--- config.mk ---
export PLATFORM = sky130hd
export DESIGN_NAME = fetch_unit_flat
export DESIGN_NICKNAME = d
export VERILOG_FILES = /design/src/rtl/fetch_unit_if.sv /design/src/rtl/fetch_unit.sv /design/src/flat_wrapper.sv
export SDC_FILE = /design/constraint.sdc
export NUM_CORES = 1
export LEC_CHECK = 0
export ABC_AREA = 1
export BUFFER_PORTS_ARGS = -buffer_cell sky130_fd_sc_hd__buf_2
export CELL_PAD_IN_SITES_DETAIL_PLACEMENT = 1
export CELL_PAD_IN_SITES_GLOBAL_PLACEMENT = 1
export CORE_MARGIN = 1
export CORE_UTILIZATION = 36
export CTS_CLUSTER_SIZE = 16
export DETAILED_ROUTE_END_ITERATION = 8
export PLACE_DENSITY = 0.89
export SETUP_SLACK_MARGIN = 0.02
export SYNTH_ARGS = -nofsm -noshare
export SYNTH_HDL_FRONTEND = slang
export SYNTH_SLANG_ARGS = --single-unit
--- constraint.sdc ---
create_clock -name Clk -period 2.2 [get_ports Clk]
set_clock_uncertainty 0.15 [all_clocks]
set_input_delay 0.33 -clock Clk [delete_from_list [all_inputs] [get_ports Clk]]
set_output_delay 0.33 -clock Clk [all_outputs]
set_load 0.005 [all_outputs]
--- src/rtl/fetch_unit_if.sv ---
// Handshake and fetch bus between the fetch stage and its neighbours
// (testbench control, decoder, ALU flag, branch LUT, instruction ROM).
interface fetch_unit_if #(
    parameter int PC_W  = 10,
    parameter int CNT_W = 16
);
    logic             Start;
    logic [1:0]       ProgSel;
    logic             BranchEn;
    logic             Taken;
    logic [PC_W-1:0]  Target;
    logic             Ack;
    logic [PC_W-1:0]  ProgCtr;
    logic             Running;
    logic             Done;
    logic [CNT_W-1:0] CycleCount;

    modport master (
        output Start, ProgSel, BranchEn, Taken, Target, Ack,
        input  ProgCtr, Running, Done, CycleCount
    );

    modport slave (
        input  Start, ProgSel, BranchEn, Taken, Target, Ack,
        output ProgCtr, Running, Done, CycleCount
    );
endinterface

--- src/rtl/fetch_unit.sv ---
// Program counter / fetch stage: loads a program entry point, runs one
// instruction per cycle until the decoder acknowledges halt, counts RUN cycles.
module fetch_unit #(
    parameter int PC_W   = 10,
    parameter int CNT_W  = 16,
    parameter int START0 = 0,
    parameter int START1 = 256,
    parameter int START2 = 512
) (
    input  logic         Clk,
    input  logic         Reset,
    fetch_unit_if.slave  bus
);

    typedef enum logic [1:0] {
        ST_IDLE = 2'd0,
        ST_LOAD = 2'd1,
        ST_RUN  = 2'd2,
        ST_HALT = 2'd3
    } state_t;

    localparam logic [PC_W-1:0] ENTRY0 = PC_W'(START0);
    localparam logic [PC_W-1:0] ENTRY1 = PC_W'(START1);
    localparam logic [PC_W-1:0] ENTRY2 = PC_W'(START2);

    state_t           state_r;
    logic [PC_W-1:0]  pc_r;
    logic [CNT_W-1:0] cnt_r;
    logic             running_r;
    logic             done_r;

    // Program select 3 shares the program 2 entry point.
    function automatic logic [PC_W-1:0] entry_addr(input logic [1:0] sel);
        logic [PC_W-1:0] addr;
        case (sel)
            2'd0:    addr = ENTRY0;
            2'd1:    addr = ENTRY1;
            2'd2:    addr = ENTRY2;
            default: addr = ENTRY2;
        endcase
        return addr;
    endfunction

    function automatic logic [CNT_W-1:0] sat_inc(input logic [CNT_W-1:0] val);
        logic [CNT_W-1:0] res;
        if (val == {CNT_W{1'b1}}) begin
            res = val;
        end else begin
            res = val + CNT_W'(1);
        end
        return res;
    endfunction

    // Fetch FSM: state, program counter, cycle counter and status flags.
    always_ff @(posedge Clk) begin
        if (Reset) begin
            state_r   <= ST_IDLE;
            pc_r      <= {PC_W{1'b0}};
            cnt_r     <= {CNT_W{1'b0}};
            running_r <= 1'b0;
            done_r    <= 1'b0;
        end else begin
            case (state_r)
                ST_IDLE: begin
                    if (bus.Start) begin
                        state_r <= ST_LOAD;
                        pc_r    <= entry_addr(bus.ProgSel);
                    end
                end
                ST_LOAD: begin
                    pc_r  <= entry_addr(bus.ProgSel);
                    cnt_r <= {CNT_W{1'b0}};
                    if (!bus.Start) begin
                        state_r   <= ST_RUN;
                        running_r <= 1'b1;
                    end
                end
                ST_RUN: begin
                    // Priority: abort, then halt, then branch, then sequential.
                    if (bus.Start) begin
                        state_r   <= ST_LOAD;
                        running_r <= 1'b0;
                        pc_r      <= entry_addr(bus.ProgSel);
                        cnt_r     <= {CNT_W{1'b0}};
                    end else if (bus.Ack) begin
                        state_r   <= ST_HALT;
                        running_r <= 1'b0;
                        done_r    <= 1'b1;
                        cnt_r     <= sat_inc(cnt_r);
                    end else begin
                        cnt_r <= sat_inc(cnt_r);
                        if (bus.BranchEn && bus.Taken) begin
                            pc_r <= bus.Target;
                        end else begin
                            pc_r <= pc_r + PC_W'(1);
                        end
                    end
                end
                ST_HALT: begin
                    if (bus.Start) begin
                        state_r <= ST_LOAD;
                        done_r  <= 1'b0;
                    end
                end
                default: begin
                    state_r   <= ST_IDLE;
                    pc_r      <= {PC_W{1'b0}};
                    cnt_r     <= {CNT_W{1'b0}};
                    running_r <= 1'b0;
                    done_r    <= 1'b0;
                end
            endcase
        end
    end

    assign bus.ProgCtr    = pc_r;
    assign bus.CycleCount = cnt_r;
    assign bus.Running    = running_r;
    assign bus.Done       = done_r;

endmodule

--- src/flat_wrapper.sv ---
// flat-port wrapper written by rule: the top's interface ports become plain ports
module fetch_unit_flat 
#(
    parameter int PC_W   = 10,
    parameter int CNT_W  = 16,
    parameter int START0 = 0,
    parameter int START1 = 256,
    parameter int START2 = 512
)
  (Clk, Reset, bus_Start, bus_ProgSel, bus_BranchEn, bus_Taken, bus_Target, bus_Ack, bus_ProgCtr, bus_Running, bus_Done, bus_CycleCount);
  fetch_unit_if #(.PC_W(PC_W), .CNT_W(CNT_W)) bus_i ();
  input  logic Clk;
  input  logic Reset;
  input wire logic [$bits(bus_i.Start)-1:0] bus_Start;
  input wire logic [$bits(bus_i.ProgSel)-1:0] bus_ProgSel;
  input wire logic [$bits(bus_i.BranchEn)-1:0] bus_BranchEn;
  input wire logic [$bits(bus_i.Taken)-1:0] bus_Taken;
  input wire logic [$bits(bus_i.Target)-1:0] bus_Target;
  input wire logic [$bits(bus_i.Ack)-1:0] bus_Ack;
  output wire logic [$bits(bus_i.ProgCtr)-1:0] bus_ProgCtr;
  output wire logic [$bits(bus_i.Running)-1:0] bus_Running;
  output wire logic [$bits(bus_i.Done)-1:0] bus_Done;
  output wire logic [$bits(bus_i.CycleCount)-1:0] bus_CycleCount;
  assign bus_i.Start = bus_Start;
  assign bus_i.ProgSel = bus_ProgSel;
  assign bus_i.BranchEn = bus_BranchEn;
  assign bus_i.Taken = bus_Taken;
  assign bus_i.Target = bus_Target;
  assign bus_i.Ack = bus_Ack;
  assign bus_ProgCtr = bus_i.ProgCtr;
  assign bus_Running = bus_i.Running;
  assign bus_Done = bus_i.Done;
  assign bus_CycleCount = bus_i.CycleCount;
  fetch_unit #(.PC_W(PC_W), .CNT_W(CNT_W), .START0(START0), .START1(START1), .START2(START2)) u_core (.Clk(Clk), .Reset(Reset), .bus(bus_i));
endmodule
# Yosys cells after proc, flatten, opt, wreduce, memory -nomap -nowiden
# Cells that the tools add are included.
# classes
add_sub_neg,2
n_eq_ne,14
reduce_logical,12
n_mux,22
# op_table
operator,n
$mux W10,4
$mux W16,2
$pmux W16 S2,1
$pmux W10 S3,1
$pmux W10 S2,1
$add A16 B1 Y16 const B,1
$eq A16 B16 Y1 const B,1
$add A10 B1 Y10 const B,1
$ne A2 B2 Y1 const B,5
$ne A3 B3 Y1 const B,3
$reduce_and A3 Y1,3
$mux W2,4
$mux W1,6
$pmux W2 S3,1
$eq A2 B1 Y1 const B,2
$eq A2 B2 Y1 const B,2
$logic_not A2 Y1,2
$pmux W1 S2,2
$reduce_and A4 Y1,1
$reduce_bool A2 Y1,2
$reduce_bool A3 Y1,1
$ne A2 B1 Y1 const B,1
$reduce_and A2 Y1,1
$reduce_or A2 Y1,1
$logic_and A1 B1 Y1,1
# word_totals
output_inout_bits,28
register_bits,30
input_bits,18
word_cells,55

# Longest topological paths before layout
# depth
word_depth,5
mapped_depth,12
mapped_depth_nobuf,11

# Least setup slack after synthesis
# Ideal clock, no wire load.
# synth_timing
path_kind,register to register
startpoint,reg u_core.state_r[0]
endpoint,reg u_core.state_r[1]
setup_ns,0.115
path_stages_with_launch,9
path_slack_ns,0.456
t_required_ns,1.935
n_path_buf,0
t_arrival_ns,1.480
cell_sequence,dfxtp_1 > inv_1 > ha_1 > inv_1 > nor2_2 > a22oi_2 > o21ai_0 > or2_1 > o21a_1
# synth_between
elab_chain_cells,4
word_cells_on_any_way,10
# synth_rtl
item,line,rtl
"start, declared",fetch_unit.sv:26,state_t state_r;
"start signal, assigned",fetch_unit.sv:57,state_r <= ST_IDLE;
"start signal, assigned",fetch_unit.sv:66,state_r <= ST_LOAD;
"start signal, assigned",fetch_unit.sv:74,state_r <= ST_RUN;
$eq A2 B2 Y1 or $logic_not A2 Y1 (tied branches),fetch_unit.sv:63,case (state_r)
$reduce_or A2 Y1 (no source line),n/a,
$ne A2 B1 Y1 (no source line),n/a,
$reduce_and A3 Y1 (no source line),n/a,
# Several ways; a longest one is shown, not always the timed one.
# A chain may end at the register's enable or synchronous reset.

# Worst setup path after layout
# Same ends and word-level chain as after synthesis.

==> impl_metrics.env <==
export IMPL_cp_max_fo=6
export IMPL_diodes=0
export IMPL_final_nets=340
export IMPL_synth_compound_area_share_pct=17.9
export IMPL_min_delay_start="bus_ProgSel[1]"
export IMPL_antenna_found_initial=0
export IMPL_synthMuxAreaShare_pct=0
export IMPL_maxCapViolCount=0
export IMPL_peakVddDrop_uv=387
export IMPL_die_w_um=72.1
export IMPL_grt_usage_pct=20.9
export IMPL_grt_pass1_wl_um=8570
export IMPL_die_y_um=72.1
export IMPL_cts_repair_resized=0
export IMPL_detail_route_wl_per_cell_um=13.3
export IMPL_synth_cell_area_um2=1770
export IMPL_required_ns=2.22
export IMPL_wirelength_um=5100
export IMPL_finalSetupViolCount=0
export IMPL_reg2reg_setup_slack_ns=0.22
export IMPL_setup_worst_path_start_class="register"
export IMPL_cts_max_path_buffers=2
export IMPL_hold_violations=0
export IMPL_endpoint="u_core.state_r[1]"
export IMPL_rsz0062_at_grt="no"
export IMPL_hpwl_um=3850
export IMPL_syn_inst=264
export IMPL_cts_sinks=30
export IMPL_yosysWarningCount=0
export IMPL_die_area_um2=5200
export IMPL_min_period_ns=1.98
export IMPL_grt_max_degree=17
export IMPL_fin_tns_setup_ns=0
export IMPL_synth_seq_cells=30
export IMPL_synth_distinct_cells=35
export IMPL_ant_nets=0
export IMPL_synthXorXnorAreaFrac_pct=2.48
export IMPL_drt_iter0_drc=92
export IMPL_critPathLaunch="u_core.state_r[0]"
export IMPL_post_dp_cell_area_um2=2070
export IMPL_slew_headroom_pct=67.4
export IMPL_drt_pass1_iterations=4
export IMPL_syn_nets=289
export IMPL_fin_ws_ns=0.225
export IMPL_postCtsHoldBufs=0
export IMPL_max_freq_ghz=0.506
export IMPL_synthAdderAreaFrac_pct=4.95
export IMPL_reg2reg_depth=8
export IMPL_start_util_pct=37.5
export IMPL_arrival_ns=2.00
export IMPL_drc_errors=0
export IMPL_mostFrequentLayoutCells="nand2_1 (62), buf_2 (45), nor2_1 (37)"
export IMPL_end_kind="register"
export IMPL_cts_tree="done"
export IMPL_overflow=0
export IMPL_core_um2=4720
export IMPL_total_power_mw=1.97
export IMPL_final_common_cell="nand2_1"
export IMPL_place_ws_ns=0.268
export IMPL_r2r_end="u_core.state_r[1]"
export IMPL_numCtsBuffers=5
export IMPL_area_growth_pct=23.5
export IMPL_cts_max_level=2
export IMPL_ys_seq_area_share_pct=33.9
export IMPL_yosys_area_share_simple_pct=32.1
export IMPL_clk_pin_slew_ns=0.07
export IMPL_power_density_nw_per_um2=900
export IMPL_io_pins=46
export IMPL_cts_setup_buffers=0
export IMPL_rows=25
export IMPL_fillers=646
export IMPL_grt_pass1_vias=1889
export IMPL_syn_avg_cell_area_um2=6.70
export IMPL_portBuffers=45
export IMPL_p_leak_nw=0.980
export IMPL_min_path_type="input pin to register"
export IMPL_gp_congestion=0.832
export IMPL_drive_gt1_share_pct=23.4
export IMPL_worstMarginPinSlew_ns=0.489
export IMPL_avgViaCountPerCell=4.99
export IMPL_post_route_period_util_pct=89.8
export IMPL_worst_setup_path_type="register to register"
export IMPL_whs_ns=0.201
export IMPL_cts_root_buf="clkbuf_8"
export IMPL_routed_via_count=1911
export IMPL_clk_latency_ns=0.28
export IMPL_synth_top_family_by_area="simple AND/OR/NAND/NOR gates"
export IMPL_reg2reg_from="u_core.state_r[0]"
export IMPL_status="complete, no violations"
export IMPL_finalInstanceArea_um2=2180
export IMPL_slew_viol_final=0
==> state kept, by name (all words and copies together) (netlist names) <==
register and cells:
u_core.bus.Running 1, u_core.bus.ProgCtr 10, u_core.state_r 2, u_core.bus.Done 1, u_core.bus.CycleCount 16
==> critical path, cell delays in order, from the launching register on <==
cell	delay, ns
dfxtp_1	0.41
inv_1	0.09
ha_1	0.27
inv_1	0.09
nor2_2	0.06
a22oi_2	0.17
o21ai_0	0.19
or2_1	0.27
o21a_1	0.18
==> through the flow <==
| stage | std cells | util [%] |
|---|---|---|
| 2_1_floorplan | 264 | - |
| 3_3_place_gp | 375 | 43.9 |
| 3_5_place_dp | 375 | 43.9 |
| 4_1_cts | 383 | 46.3 |
| 5_1_grt | 383 | 46.3 |
| 6_report | 383 | 46.3 |
==> layer usage <==
metal,up-vias,part of all wire [%],global-route usage [%]
li1,955,-,-
met3,6,4.9,4.17
met5,-,0,0
met4,0,0.98,5.66
met2,45,48,36.7
met1,905,46,26.0
==> how the worst min path moves through the flow <==
| stage | slack (ns) | to | cells past startpoint |
|---|---|---|---|
| after floorplan | 0.25 | u_core.bus.ProgCtr[6] | 1 |
| after global placement | 0.34 | u_core.bus.CycleCount[2] | 2 |
| after detailed placement | 0.34 | u_core.bus.CycleCount[2] | 2 |
| after CTS | 0.20 | u_core.bus.ProgCtr[9] | 3 |
| after global routing | 0.20 | u_core.bus.ProgCtr[8] | 3 |
| final | 0.20 | u_core.bus.ProgCtr[9] | 3 |
==> cells in the mapped netlist, drive strengths merged <==
master	n	area [µm²]
nor3	2	10.0
a21oi	26	138
a22oi	1	12.5
buf	2	18.8
nor4	1	6.26
inv	33	126
or2	2	12.5
nand3	14	80.1
clkbuf	2	7.51
nand3b	2	15.0
nand2	64	250
xnor2	2	17.5
o21ai	17	85.1
o21bai	2	15.0
a21o	1	7.51
ha	7	87.6
a31oi	2	12.5
nand4	3	18.8
a221oi	1	8.76
xor2	3	26.3
nor2	42	175
o21a	1	7.51
o211ai	4	30.0
dfxtp	30	601
==> final cells by class <==
class	instances	area, µm²	area share [%]
timing repair buffer	48	248	11.3
multi-input combinational	197	1020	46.5
sequential	30	601	27.5
clock buffer	8	110	5.04
tap	67	83.8	3.84
inverter	33	126	5.78
==> power by group <==
part	internal (mW)	switching (mW)	leakage [nW]
sequential	0.602	0.0608	0.243
combinational	0.253	0.521	0.679
clock	0.316	0.214	0.0575
==> cell families (layout without fill, tap and decap cells) <==
kind of cell               after synthesis  after routing
adders and majority gates                7              7
DFF                                     30             30
buffers and inverters                   37             89
AOI/OAI and AO/OA                       55             55
xor gates and xnor gates                 5              5
and+or+nand+nor                        130            130
No activity file was read; power rests on OpenSTA's default activity.
